**config.mk**
```make
export PLATFORM = sky130hd
export DESIGN_NAME = riscv_ahb3_ins_dat_arbiter_flat
export DESIGN_NICKNAME = d
export VERILOG_FILES = /design/src/rtl/riscv_ahb3_ins_dat_arbiter_pkg.sv /design/src/rtl/riscv_ahb3_ins_dat_arbiter_if.sv /design/src/rtl/riscv_ahb3_ins_dat_arbiter.sv /design/src/flat_wrapper.sv
export SDC_FILE = /design/constraint.sdc
export NUM_CORES = 1
export LEC_CHECK = 0
export ABC_AREA = 1
export CAP_MARGIN = 15
export CORE_AREA = 4 4 246 248
export CTS_CLUSTER_DIAMETER = 40
export CTS_CLUSTER_SIZE = 8
export DETAILED_ROUTE_END_ITERATION = 10
export DIE_AREA = 0 0 250 252
export RECOVER_POWER = 100
export SYNTH_ARGS = -nofsm -noshare
export SYNTH_HDL_FRONTEND = slang
export SYNTH_SLANG_ARGS = --single-unit
```
**constraint.sdc**
```tcl
create_clock -name clk -period 1.25 [get_ports clk]
set_input_delay 0.125 -clock clk [delete_from_list [all_inputs] [get_ports clk]]
set_output_delay 0.125 -clock clk [all_outputs]
set_load 0.01 [all_outputs]
```
**src/rtl/riscv_ahb3_ins_dat_arbiter_pkg.sv**
```systemverilog
// Shared AHB3 encodings and owner type for the instruction/data bus arbiter.
package riscv_ahb3_ins_dat_arbiter_pkg;

    localparam logic [1:0] HTRANS_IDLE   = 2'b00;
    localparam logic [1:0] HTRANS_BUSY   = 2'b01;
    localparam logic [1:0] HTRANS_NONSEQ = 2'b10;
    localparam logic [1:0] HTRANS_SEQ    = 2'b11;

    localparam logic [2:0] HBURST_SINGLE = 3'b000;
    localparam logic [2:0] HBURST_INCR   = 3'b001;
    localparam logic [2:0] HBURST_WRAP4  = 3'b010;
    localparam logic [2:0] HBURST_INCR4  = 3'b011;
    localparam logic [2:0] HBURST_WRAP8  = 3'b100;
    localparam logic [2:0] HBURST_INCR8  = 3'b101;
    localparam logic [2:0] HBURST_WRAP16 = 3'b110;
    localparam logic [2:0] HBURST_INCR16 = 3'b111;

    localparam logic HRESP_OKAY  = 1'b0;
    localparam logic HRESP_ERROR = 1'b1;

    typedef enum logic {
        OWN_INS = 1'b0,
        OWN_DAT = 1'b1
    } owner_t;

    // A transfer that will produce a data phase once accepted.
    function automatic logic is_xfer(input logic [1:0] trans);
        return (trans == HTRANS_NONSEQ) || (trans == HTRANS_SEQ);
    endfunction

    // The owner is inside a locked sequence or a multi-beat burst and
    // must keep the address bus.
    function automatic logic must_hold(input logic [1:0] trans,
                                       input logic [2:0] burst,
                                       input logic       lock);
        return lock ||
               (trans == HTRANS_SEQ) ||
               (trans == HTRANS_BUSY) ||
               ((trans == HTRANS_NONSEQ) && (burst != HBURST_SINGLE));
    endfunction

endpackage

```
**src/rtl/riscv_ahb3_ins_dat_arbiter_if.sv**
```systemverilog
// AHB3 port bundle: master drives the request, slave drives the response.
interface riscv_ahb3_ins_dat_arbiter_if
    import riscv_ahb3_ins_dat_arbiter_pkg::*;
#(
    parameter int PLEN = 64,
    parameter int XLEN = 64
);
    logic            HSEL;
    logic [PLEN-1:0] HADDR;
    logic [XLEN-1:0] HWDATA;
    logic [XLEN-1:0] HRDATA;
    logic            HWRITE;
    logic [2:0]      HSIZE;
    logic [2:0]      HBURST;
    logic [3:0]      HPROT;
    logic [1:0]      HTRANS;
    logic            HMASTLOCK;
    logic            HREADY;
    logic            HRESP;

    modport master (
        output HSEL, HADDR, HWDATA, HWRITE, HSIZE, HBURST, HPROT, HTRANS, HMASTLOCK,
        input  HRDATA, HREADY, HRESP
    );

    modport slave (
        input  HSEL, HADDR, HWDATA, HWRITE, HSIZE, HBURST, HPROT, HTRANS, HMASTLOCK,
        output HRDATA, HREADY, HRESP
    );
endinterface

```
**src/rtl/riscv_ahb3_ins_dat_arbiter.sv**
```systemverilog
// Two-master (instruction/data) to one-slave AHB3 arbiter with parked,
// round-robin grant, burst/lock hold and data-phase response routing.
module riscv_ahb3_ins_dat_arbiter
    import riscv_ahb3_ins_dat_arbiter_pkg::*;
#(
    parameter int PLEN        = 64,
    parameter int XLEN        = 64,
    parameter int RESET_OWNER = 0
) (
    input  logic                         clk,
    input  logic                         rst,
    riscv_ahb3_ins_dat_arbiter_if.slave  ins,
    riscv_ahb3_ins_dat_arbiter_if.slave  dat,
    riscv_ahb3_ins_dat_arbiter_if.master bus
);

    localparam owner_t RST_OWNER = (RESET_OWNER != 0) ? OWN_DAT : OWN_INS;

    owner_t          addr_owner;
    owner_t          addr_owner_nxt;
    owner_t          data_owner;
    logic            data_active;

    logic            own_sel;
    logic [PLEN-1:0] own_haddr;
    logic            own_write;
    logic [2:0]      own_size;
    logic [2:0]      own_burst;
    logic [3:0]      own_prot;
    logic [1:0]      own_trans;
    logic            own_lock;
    logic [1:0]      other_trans;
    logic [XLEN-1:0] own_wdata;

    logic            ins_in_data;
    logic            dat_in_data;

    // Select the address-phase signals of the current address owner.
    always_comb begin
        if (addr_owner == OWN_INS) begin
            own_sel     = ins.HSEL;
            own_haddr   = ins.HADDR;
            own_write   = ins.HWRITE;
            own_size    = ins.HSIZE;
            own_burst   = ins.HBURST;
            own_prot    = ins.HPROT;
            own_trans   = ins.HTRANS;
            own_lock    = ins.HMASTLOCK;
            other_trans = dat.HTRANS;
        end else begin
            own_sel     = dat.HSEL;
            own_haddr   = dat.HADDR;
            own_write   = dat.HWRITE;
            own_size    = dat.HSIZE;
            own_burst   = dat.HBURST;
            own_prot    = dat.HPROT;
            own_trans   = dat.HTRANS;
            own_lock    = dat.HMASTLOCK;
            other_trans = ins.HTRANS;
        end
    end

    // Write data follows the master whose transfer is in its data phase.
    always_comb begin
        own_wdata = (data_owner == OWN_INS) ? ins.HWDATA : dat.HWDATA;
    end

    // Grant decision at a transfer boundary: keep bursts and locked
    // sequences together, otherwise hand over to a waiting master.
    always_comb begin
        addr_owner_nxt = addr_owner;
        if (bus.HREADY && !must_hold(own_trans, own_burst, own_lock) &&
            (other_trans != HTRANS_IDLE)) begin
            addr_owner_nxt = (addr_owner == OWN_INS) ? OWN_DAT : OWN_INS;
        end
    end

    // Ownership state advances only when the bus accepts the current beat.
    always_ff @(posedge clk) begin
        if (!rst) begin
            addr_owner  <= RST_OWNER;
            data_owner  <= RST_OWNER;
            data_active <= 1'b0;
        end else if (bus.HREADY) begin
            addr_owner  <= addr_owner_nxt;
            data_owner  <= addr_owner;
            data_active <= is_xfer(own_trans);
        end
    end

    // Drive the shared bus; control is forced quiet while in reset.
    always_comb begin
        bus.HADDR     = own_haddr;
        bus.HWRITE    = own_write;
        bus.HSIZE     = own_size;
        bus.HBURST    = own_burst;
        bus.HPROT     = own_prot;
        bus.HWDATA    = own_wdata;
        bus.HSEL      = rst ? own_sel   : 1'b0;
        bus.HTRANS    = rst ? own_trans : HTRANS_IDLE;
        bus.HMASTLOCK = rst ? own_lock  : 1'b0;
    end

    // Route responses: the data-phase owner and the address owner see the
    // bus HREADY, a waiting master is stalled, an idle master sees ready.
    always_comb begin
        ins_in_data = data_active && (data_owner == OWN_INS);
        dat_in_data = data_active && (data_owner == OWN_DAT);

        ins.HRDATA = bus.HRDATA;
        dat.HRDATA = bus.HRDATA;

        if (!rst) begin
            ins.HREADY = 1'b1;
            dat.HREADY = 1'b1;
            ins.HRESP  = HRESP_OKAY;
            dat.HRESP  = HRESP_OKAY;
        end else begin
            if (ins_in_data || (addr_owner == OWN_INS)) begin
                ins.HREADY = bus.HREADY;
            end else begin
                ins.HREADY = (ins.HTRANS == HTRANS_IDLE);
            end
            if (dat_in_data || (addr_owner == OWN_DAT)) begin
                dat.HREADY = bus.HREADY;
            end else begin
                dat.HREADY = (dat.HTRANS == HTRANS_IDLE);
            end
            ins.HRESP = ins_in_data ? bus.HRESP : HRESP_OKAY;
            dat.HRESP = dat_in_data ? bus.HRESP : HRESP_OKAY;
        end
    end

endmodule

```
**src/flat_wrapper.sv**
```systemverilog
// flat-port wrapper written by rule: the top's interface ports become plain ports
module riscv_ahb3_ins_dat_arbiter_flat import riscv_ahb3_ins_dat_arbiter_pkg::*;
#(
    parameter int PLEN        = 64,
    parameter int XLEN        = 64,
    parameter int RESET_OWNER = 0
)
  (clk, rst, ins_HSEL, ins_HADDR, ins_HWDATA, ins_HWRITE, ins_HSIZE, ins_HBURST, ins_HPROT, ins_HTRANS, ins_HMASTLOCK, ins_HRDATA, ins_HREADY, ins_HRESP, dat_HSEL, dat_HADDR, dat_HWDATA, dat_HWRITE, dat_HSIZE, dat_HBURST, dat_HPROT, dat_HTRANS, dat_HMASTLOCK, dat_HRDATA, dat_HREADY, dat_HRESP, bus_HSEL, bus_HADDR, bus_HWDATA, bus_HWRITE, bus_HSIZE, bus_HBURST, bus_HPROT, bus_HTRANS, bus_HMASTLOCK, bus_HRDATA, bus_HREADY, bus_HRESP);
  riscv_ahb3_ins_dat_arbiter_if #(.PLEN(PLEN), .XLEN(XLEN)) ins_i ();
  riscv_ahb3_ins_dat_arbiter_if #(.PLEN(PLEN), .XLEN(XLEN)) dat_i ();
  riscv_ahb3_ins_dat_arbiter_if #(.PLEN(PLEN), .XLEN(XLEN)) bus_i ();
  input  logic clk;
  input  logic rst;
  input wire logic [$bits(ins_i.HSEL)-1:0] ins_HSEL;
  input wire logic [$bits(ins_i.HADDR)-1:0] ins_HADDR;
  input wire logic [$bits(ins_i.HWDATA)-1:0] ins_HWDATA;
  input wire logic [$bits(ins_i.HWRITE)-1:0] ins_HWRITE;
  input wire logic [$bits(ins_i.HSIZE)-1:0] ins_HSIZE;
  input wire logic [$bits(ins_i.HBURST)-1:0] ins_HBURST;
  input wire logic [$bits(ins_i.HPROT)-1:0] ins_HPROT;
  input wire logic [$bits(ins_i.HTRANS)-1:0] ins_HTRANS;
  input wire logic [$bits(ins_i.HMASTLOCK)-1:0] ins_HMASTLOCK;
  output wire logic [$bits(ins_i.HRDATA)-1:0] ins_HRDATA;
  output wire logic [$bits(ins_i.HREADY)-1:0] ins_HREADY;
  output wire logic [$bits(ins_i.HRESP)-1:0] ins_HRESP;
  input wire logic [$bits(dat_i.HSEL)-1:0] dat_HSEL;
  input wire logic [$bits(dat_i.HADDR)-1:0] dat_HADDR;
  input wire logic [$bits(dat_i.HWDATA)-1:0] dat_HWDATA;
  input wire logic [$bits(dat_i.HWRITE)-1:0] dat_HWRITE;
  input wire logic [$bits(dat_i.HSIZE)-1:0] dat_HSIZE;
  input wire logic [$bits(dat_i.HBURST)-1:0] dat_HBURST;
  input wire logic [$bits(dat_i.HPROT)-1:0] dat_HPROT;
  input wire logic [$bits(dat_i.HTRANS)-1:0] dat_HTRANS;
  input wire logic [$bits(dat_i.HMASTLOCK)-1:0] dat_HMASTLOCK;
  output wire logic [$bits(dat_i.HRDATA)-1:0] dat_HRDATA;
  output wire logic [$bits(dat_i.HREADY)-1:0] dat_HREADY;
  output wire logic [$bits(dat_i.HRESP)-1:0] dat_HRESP;
  output wire logic [$bits(bus_i.HSEL)-1:0] bus_HSEL;
  output wire logic [$bits(bus_i.HADDR)-1:0] bus_HADDR;
  output wire logic [$bits(bus_i.HWDATA)-1:0] bus_HWDATA;
  output wire logic [$bits(bus_i.HWRITE)-1:0] bus_HWRITE;
  output wire logic [$bits(bus_i.HSIZE)-1:0] bus_HSIZE;
  output wire logic [$bits(bus_i.HBURST)-1:0] bus_HBURST;
  output wire logic [$bits(bus_i.HPROT)-1:0] bus_HPROT;
  output wire logic [$bits(bus_i.HTRANS)-1:0] bus_HTRANS;
  output wire logic [$bits(bus_i.HMASTLOCK)-1:0] bus_HMASTLOCK;
  input wire logic [$bits(bus_i.HRDATA)-1:0] bus_HRDATA;
  input wire logic [$bits(bus_i.HREADY)-1:0] bus_HREADY;
  input wire logic [$bits(bus_i.HRESP)-1:0] bus_HRESP;
  assign ins_i.HSEL = ins_HSEL;
  assign ins_i.HADDR = ins_HADDR;
  assign ins_i.HWDATA = ins_HWDATA;
  assign ins_i.HWRITE = ins_HWRITE;
  assign ins_i.HSIZE = ins_HSIZE;
  assign ins_i.HBURST = ins_HBURST;
  assign ins_i.HPROT = ins_HPROT;
  assign ins_i.HTRANS = ins_HTRANS;
  assign ins_i.HMASTLOCK = ins_HMASTLOCK;
  assign ins_HRDATA = ins_i.HRDATA;
  assign ins_HREADY = ins_i.HREADY;
  assign ins_HRESP = ins_i.HRESP;
  assign dat_i.HSEL = dat_HSEL;
  assign dat_i.HADDR = dat_HADDR;
  assign dat_i.HWDATA = dat_HWDATA;
  assign dat_i.HWRITE = dat_HWRITE;
  assign dat_i.HSIZE = dat_HSIZE;
  assign dat_i.HBURST = dat_HBURST;
  assign dat_i.HPROT = dat_HPROT;
  assign dat_i.HTRANS = dat_HTRANS;
  assign dat_i.HMASTLOCK = dat_HMASTLOCK;
  assign dat_HRDATA = dat_i.HRDATA;
  assign dat_HREADY = dat_i.HREADY;
  assign dat_HRESP = dat_i.HRESP;
  assign bus_HSEL = bus_i.HSEL;
  assign bus_HADDR = bus_i.HADDR;
  assign bus_HWDATA = bus_i.HWDATA;
  assign bus_HWRITE = bus_i.HWRITE;
  assign bus_HSIZE = bus_i.HSIZE;
  assign bus_HBURST = bus_i.HBURST;
  assign bus_HPROT = bus_i.HPROT;
  assign bus_HTRANS = bus_i.HTRANS;
  assign bus_HMASTLOCK = bus_i.HMASTLOCK;
  assign bus_i.HRDATA = bus_HRDATA;
  assign bus_i.HREADY = bus_HREADY;
  assign bus_i.HRESP = bus_HRESP;
  riscv_ahb3_ins_dat_arbiter #(.PLEN(PLEN), .XLEN(XLEN), .RESET_OWNER(RESET_OWNER)) u_core (.clk(clk), .rst(rst), .ins(ins_i), .dat(dat_i), .bus(bus_i));
endmodule
```
==> impl_metrics.toml, run 1 <==
[status]
status = "finished with violations"
violations = "negative setup slack"

[synthesis]
yosysWarnings = 0
synth_cell_types = 14
ys_seq_area_share_pct = 2.01
netlist_instances = 637
syn_area_mm2 = 0.00299
synth-seq-cells = 3
syn_area_per_cell_um2 = 4.69
synth_nets = 991

[floorplan]
initial_utilization_pct = 5.12
die_w_um = 250
fp-row-count = 89
ioPinCount = 629
die_area_mm2 = 0.0630
core-area_mm2 = 0.0585
fp.dieH_um = 252

[sta]
final_hold_viol_count = 0
tightest_slew_ns = 0.245
drv_slew = 0
setup_viol = 148
relSlewSlack_pct = 83.6
worst_slack_ns = -0.278
rsz0062_at_grt = "yes"
fin_crit_ns = 1.53
clock_skew_ns = 0.00101
timing.final.crit_share_pct = 122
clock.fmax_mhz = 654

[cts]
htreeDepth = 1
clock_path_buffers = 2
cts-hold-fix-buffers = 0
cts_made_buffers = 3
path_clk_slew_ns = 0.03
worstSkewPairLatency_ns = 0.23
cts.sinks = 3
cts_tree = "done"
cts_root_buf = "clkbuf_16"

[critical_path]
crit_top_cell = "buf_6"
critical_path_buf_inv_count = 3
reg2reg_from = "u_core.addr_owner$_SDFFE_PN0P_"
arrival_ns = 1.40
critPathKind = "reg2out"
path_cells = "buf_6, nand2_8, buf_6, o2111ai_4, buf_12"
path_delay_family = "buffers and inverters"
worst-path-stages = 5
worstPathMaxFanout = 5
cp_data_required_time_ns = 1.12
r2r_cells = 11
critPathCaptureType = "output port"
r2r_slack_ns = -0.25
crit_end = "dat_HREADY"
critPathMaxStageDelay_ns = 0.43
crit_slowest_cell = "dfxtp_4"
start_kind = "register"
worstReg2RegEnd = "u_core.addr_owner$_SDFFE_PN0P_"
cp-startpoint = "u_core.data_owner$_SDFFE_PN0P_"

[cells_and_area]
drive_above_1_share_pct = 52.7
n_antenna_cell = 0
fillers = 6626
final_net_count = 1386
final_cell_mix = "289 x clkdlybuf4s50_1, 178 x nand2_1, 154 x nand2_2"
layout_commonest_cell = "clkdlybuf4s50_1"
area_growth_pct = 237
postLayoutCellArea_mm2 = 0.0101

[grt]
antenna_found_initial = 14
grt_pass1_vias = 5338
grt_max_degree = 19
grt_pass1_wl_um = 41100
grtUsageTotal_pct = 9.40
grt_overflow_total = 0

[placement]
place_congestion = 0.851
port_buffers = 436
pre_cts_slack_ns = -0.420
place_area_mm2 = 0.00775
dp_hpwl_um = 25200

[detailed_routing]
drc = 0
via_per_inst = 2.99
dr_total_vias = 5394
drt_wl_total_um = 33700
wl_per_cell_um = 18.7
wl_met3_um = 4380
wl_met2_um = 15200
drt_first_iter_violations = 194
top_layer = "met5"
dr.pass1.iters = 4
route.antenna.remaining_nets = 0
drt-met1-wl_um = 12600

[power_and_ir_drop]
power.leakage_nw = 4.47
vdd_ir_drop_max_uv = 361
p_per_area_mw_per_mm2 = 373

[hold_path]
hold_path.class = "in2out"

[flow_run]
cap_violations = 0
[synth_stat cells, drive strengths merged]
library cell	count	area share, %
buf	153	37
dfxtp	3	2.0
o2111ai	1	0.29
nor2	9	1.1
a21oi	4	0.67
nand2	431	54
nor3	3	0.50
inv	19	2.4
o21ai	3	0.50
o211ai	1	0.25
clkbuf	6	0.75
nand3	4	0.67
[sequential cells by signal (all words and copies together) (netlist names)]
signal / flops
u_core.data_owner: 1
u_core.addr_owner: 1
u_core.data_active: 1
[routing by layer]
layer,vias up,global-route usage [%]
met1,2288,10.6
met5,-,0
li1,2549,-
met4,10,3.38
met3,110,4.89
met2,437,15.3
[metrics by stage]
stage                     cells  utilization, %  power (mW)  hold slack [ns]  setup TNS [ns]
final                      1804            17.2        3.76            0.250          -27.97
after detailed placement   1739            13.3        2.56            0.250          -38.92
after CTS                  1794            15.1        3.32            0.250          -28.65
after floorplan             637               -        1.11            0.246               0
after global placement     1739            13.3        2.56            0.250          -38.98
after global routing       1804            17.2        3.98            0.250          -34.80
[worst reg2reg max path, cell delays in order (launching register included)]
cell and delay [ns]:
dfxtp_4 0.44, buf_12 0.13, buf_8 0.11, buf_16 0.13
nand2_4 0.06, nand2_4 0.07, buf_6 0.10, nand3_4 0.06
nor2_4 0.12, nand3_1 0.08, nand2_1 0.06, nor2_1 0.03
[area by class of cell]
type                            instances  area [um2]  area share, %
Clock buffer                            4        78.8          0.783
Multi-Input combinational cell        456        3010           30.0
Timing Repair Buffer                  549        5840           58.1
Inverter                               19        91.3          0.908
Sequential cell                         3        68.8          0.684
Tap cell                              773         967           9.61
[how the worst min path moves through the flow]
stage / end / slack (ns) / cells after the start / from
2_1_floorplan: u_core.addr_owner$_SDFFE_PN0P_ / 0.25 / 2 / rst
3_3_place_gp: dat_HRDATA[50] / 0.25 / 0 / bus_HRDATA[50]
3_5_place_dp: dat_HRDATA[50] / 0.25 / 0 / bus_HRDATA[50]
4_1_cts: dat_HRDATA[50] / 0.25 / 0 / bus_HRDATA[50]
5_1_grt: dat_HRDATA[29] / 0.25 / 0 / bus_HRDATA[29]
6_report: ins_HRDATA[61] / 0.25 / 0 / bus_HRDATA[61]
[kinds of logic (layout without fill, tap and decap cells)]
kind of cell	count (synthesis)	count (layout)	synth area share [%]
AOI/OAI and AO/OA	9	9	1.72
DFF	3	3	2.01
buffers and inverters	178	572	39.9
and+or+nand+nor	447	447	56.4
[power breakdown]
part,total (mW),internal [mW],switching (mW)
sequential,0.111,0.0984,0.0131
clock,0.551,0.425,0.127
combinational,3.09,1.85,1.25
[repair_timing]
action | 4_1_cts | 5_1_grt
setup endpoints to repair | 148 | 150
pin swaps | 47 | 66
resized for setup | 758 | 362
buffers inserted | 38 | 15
gates cloned | 16 | 9
hold endpoints to repair | 0 | 0
Note: power is estimated with default switching activity, not from simulation.
==> run 2, diff against run 1 <==
--- a/config.mk
+++ b/config.mk
@@ -9,7 +9,6 @@
 export CAP_MARGIN = 15
 export CORE_AREA = 4 4 246 248
 export CTS_CLUSTER_DIAMETER = 40
-export CTS_CLUSTER_SIZE = 8
 export DETAILED_ROUTE_END_ITERATION = 10
 export DIE_AREA = 0 0 250 252
 export RECOVER_POWER = 100
==> results of run 2 <==
Final layout, timing and power as in run 1 (identical DEF).
